[src/rtl/fetch_pkg.sv]
// Shared definitions for the instruction fetch buffer: default widths,
// the NOP encoding used as the reset value for instruction storage,
// and the slot record layout at default widths.
package fetch_pkg;

    localparam int unsigned DEF_ADDR_WIDTH = 32;
    localparam int unsigned DEF_DATA_WIDTH = 32;

    localparam logic [31:0] NOP_INSTR = 32'h0000_0000;

    typedef struct packed {
        logic [DEF_ADDR_WIDTH-1:0] pc;
        logic [DEF_DATA_WIDTH-1:0] instr;
        logic                      filled;
    } fetch_slot_t;

endpackage

[src/rtl/fetch_slot_array.sv]
// DEPTH-entry slot storage for the fetch buffer. The PC is written when a
// request is reserved, the instruction when its response fills the slot.
// Reads are asynchronous. The per-slot filled bits are cleared by pop, by
// reserve and by a global clear (flush).
module fetch_slot_array
    import fetch_pkg::*;
#(
    parameter int unsigned ADDR_WIDTH = DEF_ADDR_WIDTH,
    parameter int unsigned DATA_WIDTH = DEF_DATA_WIDTH,
    parameter int unsigned DEPTH      = 4
) (
    input  logic                         clk,
    input  logic                         reset_n,
    input  logic                         clear,
    input  logic                         reserve_en,
    input  logic [$clog2(DEPTH)-1:0]     reserve_idx,
    input  logic [ADDR_WIDTH-1:0]        reserve_pc,
    input  logic                         fill_en,
    input  logic [$clog2(DEPTH)-1:0]     fill_idx,
    input  logic [DATA_WIDTH-1:0]        fill_instr,
    input  logic                         pop_en,
    input  logic [$clog2(DEPTH)-1:0]     pop_idx,
    input  logic [$clog2(DEPTH)-1:0]     read_idx,
    output logic [ADDR_WIDTH-1:0]        read_pc,
    output logic [DATA_WIDTH-1:0]        read_instr,
    output logic                         read_filled
);

    logic [ADDR_WIDTH-1:0] pc_mem    [DEPTH];
    logic [DATA_WIDTH-1:0] instr_mem [DEPTH];
    logic [DEPTH-1:0]      filled;

    // Slot payload and filled-bit updates.
    always_ff @(posedge clk or negedge reset_n) begin
        if (!reset_n) begin
            for (int unsigned i = 0; i < DEPTH; i++) begin
                pc_mem[i]    <= '0;
                instr_mem[i] <= DATA_WIDTH'(NOP_INSTR);
            end
            filled <= '0;
        end else begin
            if (reserve_en) begin
                pc_mem[reserve_idx] <= reserve_pc;
            end
            if (fill_en) begin
                instr_mem[fill_idx] <= fill_instr;
            end
            if (clear) begin
                filled <= '0;
            end else begin
                if (pop_en) begin
                    filled[pop_idx] <= 1'b0;
                end
                if (reserve_en) begin
                    filled[reserve_idx] <= 1'b0;
                end
                if (fill_en) begin
                    filled[fill_idx] <= 1'b1;
                end
            end
        end
    end

    // Asynchronous read of the head slot.
    always_comb begin
        read_pc     = pc_mem[read_idx];
        read_instr  = instr_mem[read_idx];
        read_filled = filled[read_idx];
    end

endmodule

[src/rtl/instr_fetch_buffer.sv]
// Fetch stage: issues in-order word reads at the current PC, queues the
// returned instructions with their PCs and presents them to decode with a
// valid/ready handshake. fetch_hold stalls the PC unless a request is
// accepted. Flush discards queued entries and drops in-flight responses.
// Optional performance counters are enabled with the FETCH_PERF_EN macro.
module instr_fetch_buffer
    import fetch_pkg::*;
#(
    parameter int unsigned ADDR_WIDTH = DEF_ADDR_WIDTH,
    parameter int unsigned DATA_WIDTH = DEF_DATA_WIDTH,
    parameter int unsigned DEPTH      = 4
) (
    input  logic                  clk,
    input  logic                  reset_n,
    input  logic [ADDR_WIDTH-1:0] pc,
    output logic                  fetch_hold,
    input  logic                  flush,
    output logic                  imem_req_valid,
    input  logic                  imem_req_ready,
    output logic [ADDR_WIDTH-1:0] imem_addr,
    input  logic                  imem_resp_valid,
    input  logic [DATA_WIDTH-1:0] imem_resp_data,
    output logic                  if_valid,
    output logic [ADDR_WIDTH-1:0] if_pc,
    output logic [DATA_WIDTH-1:0] if_instr,
    input  logic                  id_ready
`ifdef FETCH_PERF_EN
    ,
    output logic [31:0]           perf_bubble_cnt,
    output logic [15:0]           perf_flush_cnt
`endif
);

    localparam int unsigned IW = $clog2(DEPTH);
    localparam int unsigned PW = IW + 1;
    localparam logic [PW-1:0] DEPTH_P = PW'(DEPTH);
    localparam logic [PW-1:0] ONE_P   = PW'(1);

    logic [PW-1:0] wr_ptr;
    logic [PW-1:0] fill_ptr;
    logic [PW-1:0] rd_ptr;
    logic [PW-1:0] discard_cnt;

    logic [PW-1:0] occupancy;
    logic [PW-1:0] in_flight;
    logic [PW-1:0] pending_drop;
    logic [PW-1:0] flush_discard;
    logic          fire;
    logic          resp_take;
    logic          pop;
    logic          out_valid;

    logic [ADDR_WIDTH-1:0] slot_pc;
    logic [DATA_WIDTH-1:0] slot_instr;
    logic                  slot_filled;
    logic [ADDR_WIDTH-1:0] hold_pc;
    logic [DATA_WIDTH-1:0] hold_instr;

    // Request, response-accept, pop and flush-discard decisions.
    always_comb begin
        occupancy      = wr_ptr - rd_ptr;
        in_flight      = wr_ptr - fill_ptr;
        imem_req_valid = reset_n && !flush && (occupancy < DEPTH_P) && (discard_cnt == '0);
        fire           = imem_req_valid && imem_req_ready;
        fetch_hold     = !fire;
        imem_addr      = pc;
        resp_take      = imem_resp_valid && !flush && (discard_cnt == '0) && (fill_ptr != wr_ptr);
        out_valid      = (rd_ptr != fill_ptr) && slot_filled && !flush;
        pop            = out_valid && id_ready;
        // Drops still owed from an earlier flush are carried forward so a
        // second flush during discard cannot lose track of stale responses.
        pending_drop   = discard_cnt + in_flight;
        if (imem_resp_valid && (pending_drop != '0)) begin
            flush_discard = pending_drop - ONE_P;
        end else begin
            flush_discard = pending_drop;
        end
    end

    // Queue pointers and stale-response discard counter.
    always_ff @(posedge clk or negedge reset_n) begin
        if (!reset_n) begin
            wr_ptr      <= '0;
            fill_ptr    <= '0;
            rd_ptr      <= '0;
            discard_cnt <= '0;
        end else if (flush) begin
            wr_ptr      <= '0;
            fill_ptr    <= '0;
            rd_ptr      <= '0;
            discard_cnt <= flush_discard;
        end else begin
            if (fire) begin
                wr_ptr <= wr_ptr + ONE_P;
            end
            if (resp_take) begin
                fill_ptr <= fill_ptr + ONE_P;
            end
            if (pop) begin
                rd_ptr <= rd_ptr + ONE_P;
            end
            if (imem_resp_valid && (discard_cnt != '0)) begin
                discard_cnt <= discard_cnt - ONE_P;
            end
        end
    end

    fetch_slot_array #(
        .ADDR_WIDTH (ADDR_WIDTH),
        .DATA_WIDTH (DATA_WIDTH),
        .DEPTH      (DEPTH)
    ) u_slots (
        .clk         (clk),
        .reset_n     (reset_n),
        .clear       (flush),
        .reserve_en  (fire),
        .reserve_idx (wr_ptr[IW-1:0]),
        .reserve_pc  (pc),
        .fill_en     (resp_take),
        .fill_idx    (fill_ptr[IW-1:0]),
        .fill_instr  (imem_resp_data),
        .pop_en      (pop),
        .pop_idx     (rd_ptr[IW-1:0]),
        .read_idx    (rd_ptr[IW-1:0]),
        .read_pc     (slot_pc),
        .read_instr  (slot_instr),
        .read_filled (slot_filled)
    );

    // Remember the last presented entry so outputs hold while empty.
    always_ff @(posedge clk or negedge reset_n) begin
        if (!reset_n) begin
            hold_pc    <= '0;
            hold_instr <= DATA_WIDTH'(NOP_INSTR);
        end else if (out_valid) begin
            hold_pc    <= slot_pc;
            hold_instr <= slot_instr;
        end
    end

    // Decode-facing outputs: live head slot when valid, else held values.
    always_comb begin
        if_valid = out_valid;
        if (out_valid) begin
            if_pc    = slot_pc;
            if_instr = slot_instr;
        end else begin
            if_pc    = hold_pc;
            if_instr = hold_instr;
        end
    end

`ifdef FETCH_PERF_EN
    // Saturating counters for decode bubbles and flush cycles.
    always_ff @(posedge clk or negedge reset_n) begin
        if (!reset_n) begin
            perf_bubble_cnt <= '0;
            perf_flush_cnt  <= '0;
        end else begin
            if (id_ready && !out_valid && !flush && (perf_bubble_cnt != '1)) begin
                perf_bubble_cnt <= perf_bubble_cnt + 32'd1;
            end
            if (flush && (perf_flush_cnt != '1)) begin
                perf_flush_cnt <= perf_flush_cnt + 16'd1;
            end
        end
    end
`endif

endmodule
[config.mk]
export PLATFORM = sky130hd
export DESIGN_NAME = instr_fetch_buffer
export DESIGN_NICKNAME = d
export VERILOG_FILES = /design/src/rtl/fetch_pkg.sv /design/src/rtl/fetch_slot_array.sv /design/src/rtl/instr_fetch_buffer.sv
export SDC_FILE = /design/constraint.sdc
export NUM_CORES = 1
export LEC_CHECK = 0
export ABC_AREA = 1
export CELL_PAD_IN_SITES_DETAIL_PLACEMENT = 0
export CELL_PAD_IN_SITES_GLOBAL_PLACEMENT = 1
export CORE_MARGIN = 5
export CORE_UTILIZATION = 41
export CTS_CLUSTER_SIZE = 14
export DETAILED_ROUTE_END_ITERATION = 6
export DONT_BUFFER_PORTS = 1
export PLACE_DENSITY = 0.75
export SYNTH_ARGS = -nofsm -noshare
export SYNTH_HDL_FRONTEND = slang
export SYNTH_HIERARCHICAL = 1
export SYNTH_SLANG_ARGS = --single-unit
[constraint.sdc]
create_clock -name clk -period 6.1 [get_ports clk]
set_clock_uncertainty 0.05 [all_clocks]
set_input_delay 1.22 -clock clk [delete_from_list [all_inputs] [get_ports clk]]
set_output_delay 1.22 -clock clk [all_outputs]
set_load 0.005 [all_outputs]
== Word-level counts from Yosys, hierarchy flattened ==
Cells that the tools add are included.

* Logic and storage cells: 108
* Bits of input ports: 70
* Output and inout port bits: 99
* Register bits: 336

* Reduce and logical (&&, ||, !) cells: 26
* Bitwise gates (word level): 8
* $add $sub $neg: 8
* $lt $le $gt $ge: 12
* Eq/ne operators: 2
* Muxes and demuxes: 37

{| class="wikitable"
|+ Operators with widths
! cell !! number
|-
| 128-bit bitwise mux || 2
|-
| 32-bit two-way mux || 8
|-
| 32-bit binary-select mux with 2-bit select || 2
|-
| 32-bit demux with 2-bit select || 2
|-
| 3-bit two-way mux || 9
|-
| 4-bit two-way mux || 6
|-
| 1-bit logical AND || 17
|-
| 3-bit by 1-bit adder with 3-bit output, second input constant || 3
|-
| 3-bit >= comparator, second input constant || 3
|-
| 2-bit by 3-bit < comparator with 1-bit output, second input constant || 3
|-
| 2-bit inverter with 3-bit output || 3
|-
| 4-bit AND || 2
|-
| 4-bit inverter || 2
|-
| 2-bit nonzero test || 4
|-
| 1-bit demux with 2-bit select || 3
|-
| 2-bit by 1-bit >= comparator with 1-bit output, second input constant || 3
|-
| 3-bit by 1-bit < comparator with 1-bit output, second input constant || 2
|-
| 3-bit != test || 2
|-
| 3-bit nonzero test || 2
|-
| 3-bit by 1-bit subtractor with 3-bit output, second input constant || 2
|-
| 3-bit subtractor || 2
|-
| 1-bit two-way mux || 4
|-
| 4-bit OR || 1
|-
| 3-bit adder || 1
|-
| other kinds (4) || 5
|}

== Longest topological paths before layout ==
* Depth after elaboration: 14
* Gate-level depth with buffers: 19
* Mapped depth without buffers: 19

== Cells and area by module ==
The synthesis kept the hierarchy.

{| class="wikitable"
|+ Modules (own cells, without submodules)
! module !! times used !! cells an instance !! area each (um2) !! seq. area each (um2)
|-
| fetch_slot_array || 1 || 1289 || 11177.0 || 6506.2
|-
| instr_fetch_buffer || 1 || 447 || 3717.3 || 1901.8
|}

== Worst setup path before layout ==
Ideal clock, no wire load.

* Path kind: register -> output
* From: register rd_ptr[0]
* To: output if_instr[10]
* Buffers on the path: 5
* Path slack: 2.970 ns
* Required time: 4.830 ns
* Arrival: 1.860 ns
* Stages on the path, launching flop included: 14
* Path through: dfrtp_1 -> buf_4 -> inv_4 -> buf_6 -> buf_6 -> nor2_1 -> o22ai_1 -> inv_1 -> nor2_1 -> nand2_1 -> buf_4 -> buf_4 -> nand2_1 -> nand2_1

* Cells in the longest elaborated chain, start to end: 5
* Elaborated cells on any way between the ends: 10
* Those cells by class: 1 x eq/ne; 6 x mux; 1 x bitwise; 2 x reduce/logical

{| class="wikitable"
|+ RTL lines
! item !! RTL line !! RTL
|-
| start, declared || instr_fetch_buffer.sv:41 || <nowiki>logic [PW-1:0] rd_ptr;</nowiki>
|-
| start signal, assigned || instr_fetch_buffer.sv:100 || <nowiki>rd_ptr <= rd_ptr + ONE_P;</nowiki>
|-
| 1-bit binary-select mux with 2-bit select || fetch_slot_array.sv:68 || <nowiki>read_filled = filled[read_idx];</nowiki>
|-
| 1-bit two-way mux (not written as such) || fetch_slot_array.sv:68 ||
|-
| net slot_filled || instr_fetch_buffer.sv:55 || <nowiki>logic slot_filled;</nowiki>
|-
| 1-bit logical AND (2 in series) || instr_fetch_buffer.sv:68 || <nowiki>out_valid = (rd_ptr != fill_ptr) && slot_filled && !flush;</nowiki>
|-
| 32-bit two-way mux || - ||
|-
| end, declared || instr_fetch_buffer.sv:25 || <nowiki>output logic [DATA_WIDTH-1:0] if_instr,</nowiki>
|}

The timed path passes the listed nets, and every way through them passes these cells. The select of a mux whose other input is x is not followed.

== Final worst setup path ==
* From: register rd_ptr[0]
* To: output if_pc[0]

* Cells in the longest elaborated chain, start to end: 5
* Elaborated cells on any way between the ends: 10
* Those cells by class: 1 x eq/ne; 6 x mux; 1 x bitwise; 2 x reduce/logical

{| class="wikitable"
|+ RTL lines
! item !! RTL line !! RTL
|-
| 2-bit inverter with 3-bit output (not written as such) / 1-bit binary-select mux with 2-bit select (equally long branches) || fetch_slot_array.sv:66, fetch_slot_array.sv:68 ||
|-
| 32-bit binary-select mux with 2-bit select / 1-bit two-way mux (equally long branches) || fetch_slot_array.sv:66, fetch_slot_array.sv:68 ||
|-
| 32-bit two-way mux (not written as such) / 1-bit logical AND (equally long branches) (2 in series) || fetch_slot_array.sv:66, instr_fetch_buffer.sv:68 ||
|-
| 32-bit two-way mux (*) || - ||
|-
| end, declared || instr_fetch_buffer.sv:24 || <nowiki>output logic [ADDR_WIDTH-1:0] if_pc,</nowiki>
|}

Every way passes the cells marked *; elsewhere a longest branch is shown, timed or not. The select of a mux whose other input is x is not followed.

==> flow_metrics.tcl <==
set metrics [dict create \
    synth-async-reset-ratio_pct 100.0 \
    required_ns 4.83 \
    ant_nets 0 \
    globalplace.congestion 0.7489 \
    fin_nets 1727 \
    synth_top_cell_area_share_pct 56.45 \
    cpPeakStageDelay_ns 0.91 \
    ir_drop_mv 0.2190 \
    drc_errors 0 \
    synth_ff_type "dfrtp_1" \
    grt_pass1_wl_um 59960 \
    die_h_um 200.6 \
    clockRootBuffer "clkbuf_16" \
    die_area_sq_mm 0.04024 \
    dr_total_vias 11050 \
    clk_pin_slew_ns 0.06 \
    rsz0062_at_grt "false" \
    design_area_sq_mm 0.01597 \
    endpoint "if_pc[0]" \
    critPathLaunchType "flip-flop" \
    cts_resized 0 \
    grt_max_degree 338 \
    cts.hold.buffers_added 0 \
    avgSynthCellArea_sq_um 8.580 \
    slowest_stage "dfrtp_4" \
    power.leakage_nw 7.967 \
    drt-total-wl_um 36660 \
    crit_cells 7 \
    ys_seq_elements 336 \
    rows 69 \
    layout.core_utilization_pct 44.69 \
    finalHoldViolations 0 \
    finalWorstSetupSlack_ns 1.257 \
    r2r_cells 11 \
    r2r_start "rd_ptr[0]" \
    cts_sinks 336 \
    synth.cells.most_frequent "nand2_1 (489), o21ai_0 (359), dfrtp_1 (336)" \
    grt_overflow 0 \
    synth_area_leaders "dfrtp_1 (56%), nand2_1 (12%), o21ai_0 (12%)" \
    maxCapViolCount 0 \
    first_global_vias 10880 \
    dpl_worst_slack_ns 1.753 \
    insertion_delay_ns 0.54 \
    crit_type "flip-flop to output port" \
    post-route-min-period_ns 4.843 \
    synth_fp_nets 1819 \
    yosysTopAreaCell "dfrtp_1" \
    drtIter0Drc 725 \
    timing.reg2reg.setup_slack_ns 2.23 \
    io_pins 169 \
    clock_path_buffers 3 \
    synth-edff-count 0 \
    initial_core_util_pct 41.67 \
    drive_gt1_share_pct 5.030 \
    crit_fanout 71 \
    vias_per_cell 5.182 \
    cts_tree "built" \
    synth_cells 1736 \
    core_area_sq_mm 0.03574 \
    hold_ws_ns 0.3189 \
    power_density_mw_per_mm2 379.6 \
    post-cts-setup-buffers 0 \
    drv_slew 0 \
    yosysSeqAreaShare_pct 56.45 \
    numPortBuffers 0 \
    first_pass_iters 5 \
    fin_crit_sh_pct 79.40 \
    rr_endpoint "u_slots/pc_mem[84]" \
    status "completed" \
    cts_made_buffers 39 \
    die_w_um 200.6 \
    arrival_ns 3.57 \
    yosysUniqueCellTypes 23 \
    syn_area_sq_mm 0.01489 \
    cp_cell_sequence "buf_4 -> xnor2_1 -> nand3_1 -> nand2_4 -> buf_4 -> nand2_1 -> nand2_1" \
    crit_buf_inv 2 \
    h-tree-depth 2 \
    cp-end-kind "output port" \
    wire_per_inst_um 17.20 \
    setup_viol 0 \
    grt_usage_pct 18.05 \
    areaGrowthSynthToFinish_pct 7.233 \
    antenna_found_initial 2 \
    dp_hpwl_um 20810 \
    synth_most_common_cell "nand2_1" \
    worst_pin_slew_ns 1.052 \
    critPathTopFamily "buffers and inverters" \
    placed_area_sq_mm 0.01473 \
    critical_path.startpoint "rd_ptr[0]" \
    fmaxAchievable_mhz 206.5 \
    hold_path_class "input port to asynchronous set/reset pin" \
    slew_headroom_pct 29.87 \
    fin_tns_setup_ns 0 \
    yosys_warnings 6 \
]
stage by stage:
step	instances	power, W
3_3_place_gp	2064	0.003833
4_1_cts	2131	0.006157
6_report	2132	0.006063
5_1_grt	2132	0.006469
2_1_floorplan	1736	0.003635
3_5_place_dp	2064	0.003860
area by class of cell:
cell class | count | area (sq um)
timing repair buffer | 15 | 112.6
multi-input combinational | 1153 | 5256
clock buffer | 60 | 1156
antenna | 1 | 2.502
clock inverter | 7 | 80.08
sequential | 336 | 8413
fill | 3559 | 19770
inverter | 99 | 374.1
tap | 461 | 576.8
layout by cell type, fill, tap and decap left out, drive strengths merged:
cell type / instances
buf: 15
o211ai: 1
ha: 11
clkinvlp: 2
fa: 2
clkinv: 3
o21ai: 394
xor2: 3
nand4: 1
a21oi: 5
nand2: 489
inv: 100
bufinv: 1
diode: 1
clkbuf: 60
nor2: 143
and3: 1
xnor2: 7
o22ai: 65
dfrtp: 336
nand3: 31
state kept, by name, summed over array words and instances, names as in the netlist:
| signal | cells |
|---|---|
| u_slots/instr_mem | 128 |
| u_slots/pc_mem | 128 |
| hold_instr | 32 |
| hold_pc | 32 |
| u_slots/filled | 4 |
| discard_cnt | 3 |
| fill_ptr | 3 |
| rd_ptr | 3 |
| wr_ptr | 3 |
power breakdown:
| group | switching (W) | total [W] | internal [W] |
|---|---|---|---|
| clock network | 0.000901 | 0.00225 | 0.00135 |
| registers | 0.000224 | 0.00290 | 0.00268 |
| logic | 0.000535 | 0.000913 | 0.000378 |
per-layer routing:
metal / vias up / routed length, um / GRT usage, %
met5: - / 7 / 0
li1: 5421 / - / -
met2: 243 / 16800 / 28.82
met4: 2 / 751 / 5.187
met1: 5331 / 17190 / 25.10
met3: 51 / 1915 / 3.796
cells by family after synthesis:
| family | count (synthesis) | synth area share, % |
|---|---|---|
| buffers and inverters | 247 | 8.527 |
| adder cells (fa/ha/maj) | 13 | 1.193 |
| AND/OR/NAND/NOR | 665 | 17.05 |
| flip-flops | 336 | 56.45 |
| AO/OA/AOI/OAI | 465 | 16.19 |
| XOR/XNOR | 10 | 0.5881 |
how the worst min path moves through the flow:
stage | start | to | slack, ns | depth (start not counted)
3_3_place_gp | u_slots/instr_mem[50] | u_slots/instr_mem[50] | 0.41 | 2
6_report | reset_n | hold_pc[11] | 0.32 | 0
3_5_place_dp | u_slots/pc_mem[83] | u_slots/pc_mem[83] | 0.42 | 2
5_1_grt | reset_n | hold_pc[13] | 0.28 | 0
2_1_floorplan | u_slots/instr_mem[32] | u_slots/instr_mem[32] | 0.40 | 2
4_1_cts | reset_n | hold_pc[11] | 0.29 | 0
(Power assumes the default switching activity.)
